==> config.mk <==
export PLATFORM = sky130hd
export DESIGN_NAME = dram_read_fetch
export DESIGN_NICKNAME = d
export VERILOG_FILES = /design/src/rtl/dram_read_fetch.sv
export SDC_FILE = /design/constraint.sdc
export NUM_CORES = 1
export LEC_CHECK = 0
export CAP_MARGIN = 20
export CORE_MARGIN = 10
export CORE_UTILIZATION = 50
export DETAILED_ROUTE_END_ITERATION = 16
export PLACE_DENSITY = 0.86
export SKIP_CTS_REPAIR_TIMING = 1
export SLEW_MARGIN = 40
export SYNTH_ARGS = -nofsm -noshare
export SYNTH_HDL_FRONTEND = slang
export SYNTH_SLANG_ARGS = --single-unit
==> constraint.sdc <==
create_clock -name clock -period 3.6 [get_ports clock]
set_input_delay 0.36 -clock clock [delete_from_list [all_inputs] [get_ports clock]]
set_output_delay 0.36 -clock clock [all_outputs]
set_load 0.02 [all_outputs]
==> src/rtl/dram_read_fetch.sv <==
// Avalon-MM read master: fetches a contiguous block of 32-bit words from DRAM into a small output FIFO.
// Latency: a word accepted from DRAM shows on out_valid one cycle later (read data registered into the FIFO).
// Backpressure: Read is only raised with a free FIFO slot (counting this cycle's pop); full + out_ready=0 halts reads.
//
// Ports:
//   clock, reset                  - single clock, asynchronous active-low reset
//   start, base_addr, word_count  - fetch request (start honoured only while idle)
//   busy, done                    - status; done is a one-cycle pulse after the last word leaves the FIFO
//   DRAM_master_*                 - Avalon-MM read master towards the DRAM controller
//   out_valid, out_data, out_ready- output word stream (FIFO head)
//   checksum                      - present only with DRAM_FETCH_CHECKSUM_EN: mod-2^32 sum of words pushed
//                                   since the last accepted start
module dram_read_fetch #(
    parameter int FIFO_DEPTH = 4,
    parameter int CNT_W      = 16
) (
    input  logic             clock,
    input  logic             reset,
    input  logic             start,
    input  logic [31:0]      base_addr,
    input  logic [CNT_W-1:0] word_count,
    output logic             busy,
    output logic             done,
    input  logic             DRAM_master_WaitRequest,
    output logic             DRAM_master_Read,
    output logic [31:0]      DRAM_master_Address,
    output logic [3:0]       DRAM_master_ByteEnable,
    input  logic [31:0]      DRAM_master_ReadData,
    output logic             out_valid,
    output logic [31:0]      out_data,
    input  logic             out_ready
`ifdef DRAM_FETCH_CHECKSUM_EN
    ,
    output logic [31:0]      checksum
`endif
);

    localparam int PTR_W = $clog2(FIFO_DEPTH);
    localparam logic [PTR_W:0] L_FULL = (PTR_W + 1)'(FIFO_DEPTH);

    typedef enum logic [1:0] {
        S_IDLE  = 2'd0,
        S_READ  = 2'd1,
        S_DRAIN = 2'd2,
        S_DONE  = 2'd3
    } state_t;

    state_t           r_state;
    state_t           w_next;

    logic [31:0]      r_addr;
    logic [CNT_W-1:0] r_rem;
    logic             r_hold;      // a read was stalled last cycle and must be re-presented unchanged

    logic [31:0]      r_mem [FIFO_DEPTH];
    logic [PTR_W-1:0] r_wr_ptr;
    logic [PTR_W-1:0] r_rd_ptr;
    logic [PTR_W:0]   r_count;
    logic [31:0]      r_last;      // last popped word, shown while the FIFO is empty

    logic             w_start_acc;
    logic             w_pop;
    logic             w_space;
    logic             w_read;
    logic             w_accept;
    logic             w_push;

    assign w_start_acc = (r_state == S_IDLE) && start;
    assign out_valid   = (r_count != '0);
    assign w_pop       = out_valid && out_ready;
    assign w_space     = (r_count != L_FULL) || w_pop;

    // Once a read has been presented and stalled, it stays up regardless of FIFO
    // occupancy: the slot it reserved cannot be taken because nothing else pushes.
    assign w_read   = (r_state == S_READ) && (r_rem != '0) && (r_hold || w_space);
    assign w_accept = w_read && !DRAM_master_WaitRequest;
    assign w_push   = w_accept;

    assign DRAM_master_Read       = w_read;
    assign DRAM_master_Address    = r_addr;
    assign DRAM_master_ByteEnable = 4'b1111;

    assign out_data = out_valid ? r_mem[r_rd_ptr] : r_last;

    assign busy = (r_state != S_IDLE);
    assign done = (r_state == S_DONE);

    // State register
    always_ff @(posedge clock or negedge reset) begin
        if (!reset) begin
            r_state <= S_IDLE;
        end else begin
            r_state <= w_next;
        end
    end

    // Next-state logic. The zero-count decision is taken from the latched count
    // one cycle after start, so the wide compare sits behind a register.
    always_comb begin
        w_next = r_state;
        case (r_state)
            S_IDLE: begin
                if (start) begin
                    w_next = S_READ;
                end
            end
            S_READ: begin
                if (r_rem == '0) begin
                    w_next = S_DONE;
                end else if (w_accept && (r_rem == CNT_W'(1))) begin
                    w_next = S_DRAIN;
                end
            end
            S_DRAIN: begin
                if (r_count == '0) begin
                    w_next = S_DONE;
                end
            end
            S_DONE: begin
                w_next = S_IDLE;
            end
            default: begin
                w_next = S_IDLE;
            end
        endcase
    end

    // Address / remaining-count / stall tracking
    always_ff @(posedge clock or negedge reset) begin
        if (!reset) begin
            r_addr <= '0;
            r_rem  <= '0;
            r_hold <= 1'b0;
        end else begin
            r_hold <= w_read && DRAM_master_WaitRequest;
            if (w_start_acc) begin
                r_addr <= base_addr & 32'hFFFF_FFFC;
                r_rem  <= word_count;
            end else if (w_accept) begin
                r_addr <= r_addr + 32'd4;        // wraps silently past 0xFFFFFFFC
                r_rem  <= r_rem - CNT_W'(1);
            end
        end
    end

    // FIFO storage: contents need no reset, the pointers and count define validity.
    always_ff @(posedge clock) begin
        if (w_push) begin
            r_mem[r_wr_ptr] <= DRAM_master_ReadData;
        end
    end

    // FIFO pointers, occupancy and held output word
    always_ff @(posedge clock or negedge reset) begin
        if (!reset) begin
            r_wr_ptr <= '0;
            r_rd_ptr <= '0;
            r_count  <= '0;
            r_last   <= '0;
        end else begin
            if (w_push) begin
                r_wr_ptr <= r_wr_ptr + PTR_W'(1);
            end
            if (w_pop) begin
                r_rd_ptr <= r_rd_ptr + PTR_W'(1);
                r_last   <= r_mem[r_rd_ptr];
            end
            case ({w_push, w_pop})
                2'b10:   r_count <= r_count + (PTR_W + 1)'(1);
                2'b01:   r_count <= r_count - (PTR_W + 1)'(1);
                default: r_count <= r_count;
            endcase
        end
    end

`ifdef DRAM_FETCH_CHECKSUM_EN
    logic [31:0] r_sum;

    always_ff @(posedge clock or negedge reset) begin
        if (!reset) begin
            r_sum <= '0;
        end else if (w_start_acc) begin
            r_sum <= '0;
        end else if (w_push) begin
            r_sum <= r_sum + DRAM_master_ReadData;
        end
    end

    assign checksum = r_sum;
`endif

endmodule
==> out/metrics.yaml, run 1 <==
grt:
  grt_pass1_vias: 6273
  grt-ovfl-total: 0
  grt_first_pass_wirelength_um: 33600
  grt_usage: 0.169
  grt_max_degree: 54
  antenna_found_initial: 2
timing:
  finalHoldViolations: 0
  min_period_ns: 3.18
  max_freq_ghz: 0.315
  worst_slew_pin_slew_ns: 0.642
  relSlewSlack: 0.571
  skew_ns: 0.0190
  drv_slew: 0
  rsz0062_at_grt: "false"
  finalSetupViolations: 0
  setup_tns_ns: 0
  fin_crit_sh: 0.882
worst_setup_path:
  reg2reg_depth: 10
  cp.arrival_ns: 2.82
  reg2reg_slack_ns: 0.65
  r2r-start: "r_rem[4]"
  r2r_end: "r_count[2]"
  critPathBufInv: 2
  cp-start-kind: "flop"
  worst_ep_required_time_ns: 3.24
  cpPeakStageDelay_ns: 0.66
  cp-end-kind: "output port"
  path_delay_family: "buffers and inverters"
  path_class: "reg2out"
  slowest_stage: "dfrtp_2"
  crit_chain: "buf_4 > mux4_2 > mux2_2 > clkdlybuf4s50_1"
  cp_max_fo: 14
route:
  drt-total-wl_um: 21500
  routedWlPerCell_um: 19.9
  via_per_inst: 5.50
  drt-initial-drc-count: 355
  drcViolationCount: 0
  ant_nets: 0
  dr_total_vias: 5967
  first_pass_iters: 4
final_layout:
  syn2layout_area_growth_pct: 26.7
  fin_util: 0.646
  drive_gt1_frac: 0.202
  multiInputGateArea_sq_um: 3340
  fillers: 1309
  nNetsFinal: 906
  regArea_sq_um: 6050
placement:
  place_congestion: 0.815
  io_buffers: 148
  place_hpwl_um: 14300
synthesis:
  yosysTopAreaCell: "edfxtp_1"
  synthTopCellsByArea: "edfxtp_1 (40%), dfrtp_1 (23%), mux2_2 (7.6%), mux4_2 (7.5%), xnor2_1 (4.0%)"
  synth-edff-count: 128
  async_flop_share: 0.407
  synth_cell_types: 52
  synth.yosys.seq_area_share: 0.629
  yosysMostFrequentCell: "edfxtp_1"
  synth_commonest_cells: "edfxtp_1 (128), dfrtp_1 (88), mux2_2 (65)"
  yosys_warnings: 0
  syn-cell-area_sq_um: 9610
  syn_inst: 656
  yosys_register_bits: 216
  synth_top_area_frac: 0.400
  synthFlopType: "edfxtp_1"
  syn_area_per_cell_sq_um: 14.6
die:
  die-height_um: 159
  dieArea_sq_um: 25200
  pin_count: 157
  rows: 50
  design.core.area_sq_um: 18800
  die_w_um: 159
  start_util: 0.510
clocking:
  clock-root-buffer: "clkbuf_16"
  clockBufferDepth: 3
  clkTransAtPathRegs_ns: 0.06
  h-tree-depth: 1
  cts_tree: "done"
  cts_buffers: 23
  insertion_delay_ns: 0.52
  clock_sinks: 216
hold_path:
  holdCritPathClass: "in2async"
run:
  cap_violations: 0
status:
  status: "complete, no violations"
power_and_ir_drop:
  p_leak_nw: 4.30
  p_per_area_nw_per_um2: 871
  ir_drop_uv: 530
==> placed cells by master, fill, tap and decap left out, drive strengths merged, types with 18 or more instances in the layout <==
| master | synthesis | routed |
|---|---|---|
| clkdlybuf4s50 | 0 | 147 |
| nor2 | 50 | 50 |
| buf | 18 | 19 |
| nand2 | 18 | 18 |
| mux2 | 66 | 66 |
| clkbuf | 27 | 25 |
| nor4 | 22 | 22 |
| dfrtp | 88 | 88 |
| a21oi | 44 | 44 |
| xnor2 | 44 | 44 |
| edfxtp | 128 | 128 |
| mux4 | 32 | 32 |
==> area by class of cell <==
cell class                 instances  share of cell area
sequential                       216               0.497
multi-input combinational        385               0.275
clock inverter                    16              0.0145
antenna                            2            0.000411
clock buffer                      25              0.0479
timing repair buffer             167               0.134
inverter                          14             0.00432
tap                              260              0.0267
==> stage by stage <==
stage	power (mW)	hold WS [ns]	cell area [sq um]	worst slack, ns	instances
CTS	10.7	-0.216	12200	0.369	1082
finish	10.6	0.318	12200	0.423	1085
global placement	8.16	0.318	11400	0.516	1041
floorplan	6.52	0.0644	9620	0.534	660
global route	11.1	0.357	12200	0.280	1084
detailed placement	8.31	0.324	11400	0.447	1041
==> layer usage <==
| metal | track usage | vias up | part of all wire |
|---|---|---|---|
| li1 | - | 2768 | - |
| met5 | 0 | - | 0 |
| met3 | 0.0478 | 35 | 0.091 |
| met2 | 0.282 | 190 | 0.49 |
| met1 | 0.208 | 2974 | 0.40 |
| met4 | 0.0547 | 0 | 0.025 |
==> sequential cells by signal, summed over array words and instances, names as in the netlist <==
signal and flops:
r_rd_ptr 2, r_count 3, DRAM_master_Address 30, r_mem 128
r_hold 1, r_last 32, r_state 2, r_rem 16
r_wr_ptr 2
==> power by group <==
part	switching, mW	internal [mW]
registers	0.528	3.30
clock network	0.959	1.40
logic	2.15	2.26
==> worst max-delay path by stage <==
stage                               to  slack (ns)  cells after the start        start
final                     out_data[10]        0.42                      4  r_rd_ptr[0]
after global routing      out_data[10]        0.28                      4  r_rd_ptr[0]
after CTS                 out_data[10]        0.37                      4  r_rd_ptr[0]
after detailed placement    r_count[2]        0.45                     11    out_ready
after global placement      r_count[2]        0.52                     11    out_ready
after floorplan            r_mem[0][0]        0.53                      7   r_state[1]
==> worst register-to-register path, stage by stage (launching register included) <==
cell     delay, ns
dfrtp_1       0.44
or4_1         0.70
nor4_4        0.47
nor3_4        0.18
inv_1         0.09
ha_1          0.17
inv_1         0.06
fa_1          0.37
xor2_1        0.15
nor2_1        0.11
xor2_1        0.16
==> logic make-up after synthesis <==
family	Yosys count	share of synthesized area
DFF	216	0.629
and+or+nand+nor	154	0.0879
muxes	100	0.154
AOI/OAI and AO/OA	64	0.0395
buffers and inverters	59	0.0261
xor gates and xnor gates	47	0.0429
adders and majority gates	14	0.0190
other	2	0.000782
(Power assumes the default switching activity.)
==> run 2, diff against run 1 <==
Settings changed: CORE_MARGIN 10 to 2.
==> out/metrics.yaml, run 2 (synthesized netlist as in run 1, its figures left out) <==
worst_setup_path:
  reg2reg_slack_ns: 0.68  # +0.03 ns
  slowest_stage: "or4_1"
  cp-end-kind: "output port"
  crit_chain: "or4_1 > nor4_4 > buf_6 > nor2_1 > clkdlybuf4s50_1"
  worst_ep_required_time_ns: 3.24  # about the same
  cp.arrival_ns: 3.07  # +0.25 ns
  critPathBufInv: 2  # unchanged
  cp_max_fo: 44  # +30
  cpPeakStageDelay_ns: 0.69  # +0.03 ns
  reg2reg_depth: 10  # unchanged
  r2r-start: "r_rem[4]"
  path_class: "reg2out"
  path_delay_family: "simple AND/OR/NAND/NOR gates"
  r2r_end: "r_count[2]"
  cp-start-kind: "flop"
route:
  ant_nets: 0  # unchanged
  drt-total-wl_um: 20200  # -6.3%
  via_per_inst: 5.61  # +2.0%
  dr_total_vias: 5898  # -1.2%
  drcViolationCount: 0  # unchanged
  first_pass_iters: 4  # unchanged
  drt-initial-drc-count: 342  # -3.7%
  routedWlPerCell_um: 19.2  # -3.3%
final_layout:
  nNetsFinal: 899  # -0.77%
  multiInputGateArea_sq_um: 3350  # +0.30%
  num_antenna_cells: 0  # -2
  fin_area_sq_um: 12200  # +0.13%
  syn2layout_area_growth_pct: 26.9
  largest_register_ff_count: 128  # unchanged
  regArea_sq_um: 6050  # unchanged
  final_common_cell: "clkdlybuf4s50_1"
  fillers: 1304  # -0.38%
  fin_util: 0.649  # +0.00302
  drive_gt1_frac: 0.206  # +0.00393
  layout_common_cells: "clkdlybuf4s50_1 (147), edfxtp_1 (128), dfrtp_1 (87), mux2_2 (65), nor2_1 (50)"
  max_flop_register: "r_mem"
clocking:
  cts_tree: "done"
  cts_buffers: 23  # unchanged
  clock-root-buffer: "clkbuf_16"
  insertion_delay_ns: 0.52  # about the same
  clock_sinks: 216  # unchanged
  h-tree-depth: 1  # unchanged
  clockBufferDepth: 3  # unchanged
  clkTransAtPathRegs_ns: 0.06  # about the same
die:
  rows: 50  # unchanged
  die_w_um: 143  # -10%
  start_util: 0.512  # +0.00170
  dieArea_sq_um: 20300  # -19%
  pin_count: 157  # unchanged
  design.core.area_sq_um: 18800  # -0.33%
  die-height_um: 143  # -10%
placement:
  io_buffers: 148  # unchanged
  post-place-ws_ns: 0.419  # -0.0282 ns
  dpl_cell_area_sq_um: 11300  # -0.58%
  place_hpwl_um: 12700  # -12%
  place_congestion: 0.816  # about the same
timing:
  drv_slew: 0  # unchanged
  worst_slew_pin_slew_ns: 0.692  # +0.0496 ns
  setup_slack_ns: 0.169  # -0.254 ns
  finalSetupViolations: 0  # unchanged
  min_period_ns: 3.43  # +0.254 ns
  setup_tns_ns: 0  # unchanged
  finalHoldViolations: 0  # unchanged
  rsz0062_at_grt: "false"
  max_freq_ghz: 0.292  # -7.4%
  fin_crit_sh: 0.953  # +0.0706
  hold_ws_ns: 0.353  # +0.0350 ns
  skew_ns: 0.0108  # -0.00822 ns
  relSlewSlack: 0.537  # -0.0332
run:
  cap_violations: 0  # unchanged
hold_path:
  holdCritPathClass: "in2async"
power_and_ir_drop:
  p_per_area_nw_per_um2: 884  # +1.5%
  ir_drop_uv: 697  # +32%
  p_leak_nw: 4.31  # +0.18%
grt:
  grt_first_pass_wirelength_um: 31400  # -6.4%
  grt-ovfl-total: 0  # unchanged
  grt_pass1_vias: 6021  # -4.0%
  grt_usage: 0.197  # +0.0284
  antenna_found_initial: 0  # -2
  grt_max_degree: 75  # +39%
status:
  status: "complete, no violations"
## run 2: changes by cell type in the layout (fill, tap and decap cells not counted), sizes merged
cell,before,now
buf,19,12
clkinv,9,5
bufinv,3,5
clkbuf,25,27
clkinvlp,2,4
diode,2,0
inv,16,15
## run 2: worst max path at each step
stage                       endpoint       start  depth (start not counted)  slack [ns]
floorplan                r_mem[0][0]  r_state[1]                          7        0.53
global placement        r_mem[0][21]   out_ready                          5        0.41
detailed placement        r_count[2]   out_ready                         11        0.42
CTS                 DRAM_master_Read    r_rem[4]                          5        0.08
global route        DRAM_master_Read    r_rem[0]                          7        0.06
finish              DRAM_master_Read    r_rem[4]                          5        0.17
## run 2: per-layer routing
metal / global-route usage / vias to the layer above / wire [um]
met5: 0 / - / 0
met4: 0.0558 / 0 / 494
met3: 0.0340 / 33 / 1240
met2: 0.346 / 198 / 10200
met1: 0.254 / 2918 / 8280
li1: - / 2749 / -
## run 2: report_power, final
part | switching, mW | total [mW] | leakage (nW) | internal, mW
clock | 0.992 | 2.58 | 0.401 | 1.59
sequential | 0.530 | 3.83 | 2.16 | 3.30
combinational | 2.12 | 4.37 | 1.75 | 2.25
## run 2: area by class of cell
| type | count | share of cell area |
|---|---|---|
| clock inverters | 15 | 0.0188 |
| clock buffers | 27 | 0.0501 |
| inverters | 14 | 0.00431 |
| repair buffers | 160 | 0.131 |
| multi-input cells | 385 | 0.275 |
| flip-flops and latches | 216 | 0.496 |
| well taps | 234 | 0.0240 |
## run 2: stage by stage
stage          power [mW]  std cells
2_1_floorplan        6.52        660
3_3_place_gp         8.07       1008
3_5_place_dp         8.22       1008
4_1_cts              10.9       1050
5_1_grt              11.3       1051
6_report             10.8       1051
==> run 3, diff against run 2 <==
Settings changed: CORE_MARGIN 2 to default.
==> out/metrics.yaml, run 3 (synthesized netlist as in run 1, its figures left out) <==
route:
  dr_total_vias: 5981  # +1.4%
  via_per_inst: 5.67  # +1.0%
  first_pass_iters: 5  # +1
  routedWlPerCell_um: 19.0  # -1.0%
  ant_nets: 0  # unchanged
  drt-total-wl_um: 20000  # -0.65%
  drt-initial-drc-count: 354  # +3.5%
  drcViolationCount: 0  # unchanged
final_layout:
  drive_gt1_frac: 0.203  # -0.00222
  nNetsFinal: 903  # +0.44%
  num_antenna_cells: 0  # unchanged
  fin_area_sq_um: 12100  # -0.53%
  fin_util: 0.646  # -0.00347
  layout_common_cells: "clkdlybuf4s50_1 (147), edfxtp_1 (128), dfrtp_1 (87), mux2_2 (65), nor2_1 (50)"
  final_common_cell: "clkdlybuf4s50_1"
  largest_register_ff_count: 128  # unchanged
  syn2layout_area_growth_pct: 26.2
  max_flop_register: "r_mem"
status:
  status: "complete, no violations"
die:
  dieArea_sq_um: 19800  # -2.8%
  pin_count: 157  # unchanged
  die-height_um: 141  # -1.4%
  die_w_um: 141  # -1.4%
  design.core.area_sq_um: 18800  # unchanged
  rows: 50  # unchanged
  start_util: 0.512  # unchanged
worst_setup_path:
  cp-end-kind: "output port"
  path_delay_family: "simple AND/OR/NAND/NOR gates"
  crit_chain: "or4_1 > nor4_4 > buf_6 > nor2_1 > clkdlybuf4s50_1"
  cp-start-kind: "flop"
  cpPeakStageDelay_ns: 0.69  # about the same
  worst_ep_required_time_ns: 3.24  # about the same
  slowest_stage: "or4_1"
  cp.arrival_ns: 3.07  # about the same
  critPathBufInv: 2  # unchanged
  reg2reg_slack_ns: 0.68  # about the same
  path_class: "reg2out"
  cp_max_fo: 44  # unchanged
placement:
  io_buffers: 148  # unchanged
  place_congestion: 0.871  # +6.7%
  dpl_cell_area_sq_um: 11300  # about the same
  place_hpwl_um: 13100  # +3.3%
timing:
  fin_crit_sh: 0.952  # -0.00105
  finalHoldViolations: 0  # unchanged
  finalSetupViolations: 0  # unchanged
  setup_tns_ns: 0  # unchanged
  min_period_ns: 3.43  # -0.00378 ns
  skew_ns: 0.0216  # +0.0109 ns
  max_freq_ghz: 0.292  # +0.11%
  worst_slew_pin_slew_ns: 0.693  # +0.00180 ns
  rsz0062_at_grt: "false"
  drv_slew: 0  # unchanged
  relSlewSlack: 0.536  # -0.00120
power_and_ir_drop:
  ir_drop_uv: 624  # -10%
  p_per_area_nw_per_um2: 869  # -1.8%
  p_leak_nw: 4.29  # -0.41%
clocking:
  cts_tree: "done"
  h-tree-depth: 1  # unchanged
  clkTransAtPathRegs_ns: 0.06  # about the same
  insertion_delay_ns: 0.52  # about the same
  clock_sinks: 216  # unchanged
  clock-root-buffer: "clkbuf_16"
  clockBufferDepth: 3  # unchanged
  cts_buffers: 24  # +4.3%
grt:
  grt_usage: 0.206  # +0.00910
  antenna_found_initial: 0  # unchanged
  grt-ovfl-total: 0  # unchanged
  grt_max_degree: 45  # -40%
  grt_first_pass_wirelength_um: 32000  # +1.7%
  grt_pass1_vias: 6058  # +0.61%
run:
  cap_violations: 0  # unchanged
hold_path:
  holdCritPathClass: "in2async"
[run 3: path summary, 6_finish.rpt]
kind | from | endpoint | cells after the start
hold reg to reg | r_count[2] | r_count[2] | 1
min in group clock | base_addr[8] | DRAM_master_Address[8] | 3
hold / removal | reset | r_last[13] | 2
setup reg to reg | r_rem[4] | r_count[2] | 10
max in group asynchronous | reset | r_count[1] | 3
setup / recovery | r_rem[4] | DRAM_master_Read | 5
[run 3: power by group]
group / switching [mW] / internal [mW]
Clock: 0.965 / 1.40
Sequential: 0.502 / 3.30
Combinational: 2.12 / 2.24
[run 3: final cells by class]
class,instances,area (sq um)
Sequential cell,216,6050
Multi-Input combinational cell,385,3350
Inverter,14,52.6
Tap cell,234,293
Fill cell,1347,6650
Clock inverter,14,148
Clock buffer,29,629
Timing Repair Buffer,163,1600
[run 3: metrics by stage]
stage / instances / worst slack (ns) / power, mW / hold WS (ns)
2_1_floorplan: 660 / 0.534 / 6.52 / 0.0644
6_report: 1055 / 0.173 / 10.5 / 0.339
5_1_grt: 1055 / 0.0240 / 11.1 / 0.395
3_5_place_dp: 1011 / 0.447 / 8.22 / 0.338
4_1_cts: 1054 / 0.0568 / 10.6 / -0.228
3_3_place_gp: 1011 / 0.377 / 8.07 / 0.325
[run 3: routing by layer]
| metal | wire (um) | up-vias | track usage |
|---|---|---|---|
| met2 | 10400 | 194 | 0.353 |
| met1 | 8180 | 3011 | 0.270 |
| met5 | 0 | - | 0 |
| li1 | - | 2752 | - |
| met3 | 1150 | 24 | 0.0428 |
| met4 | 352 | 0 | 0.0526 |
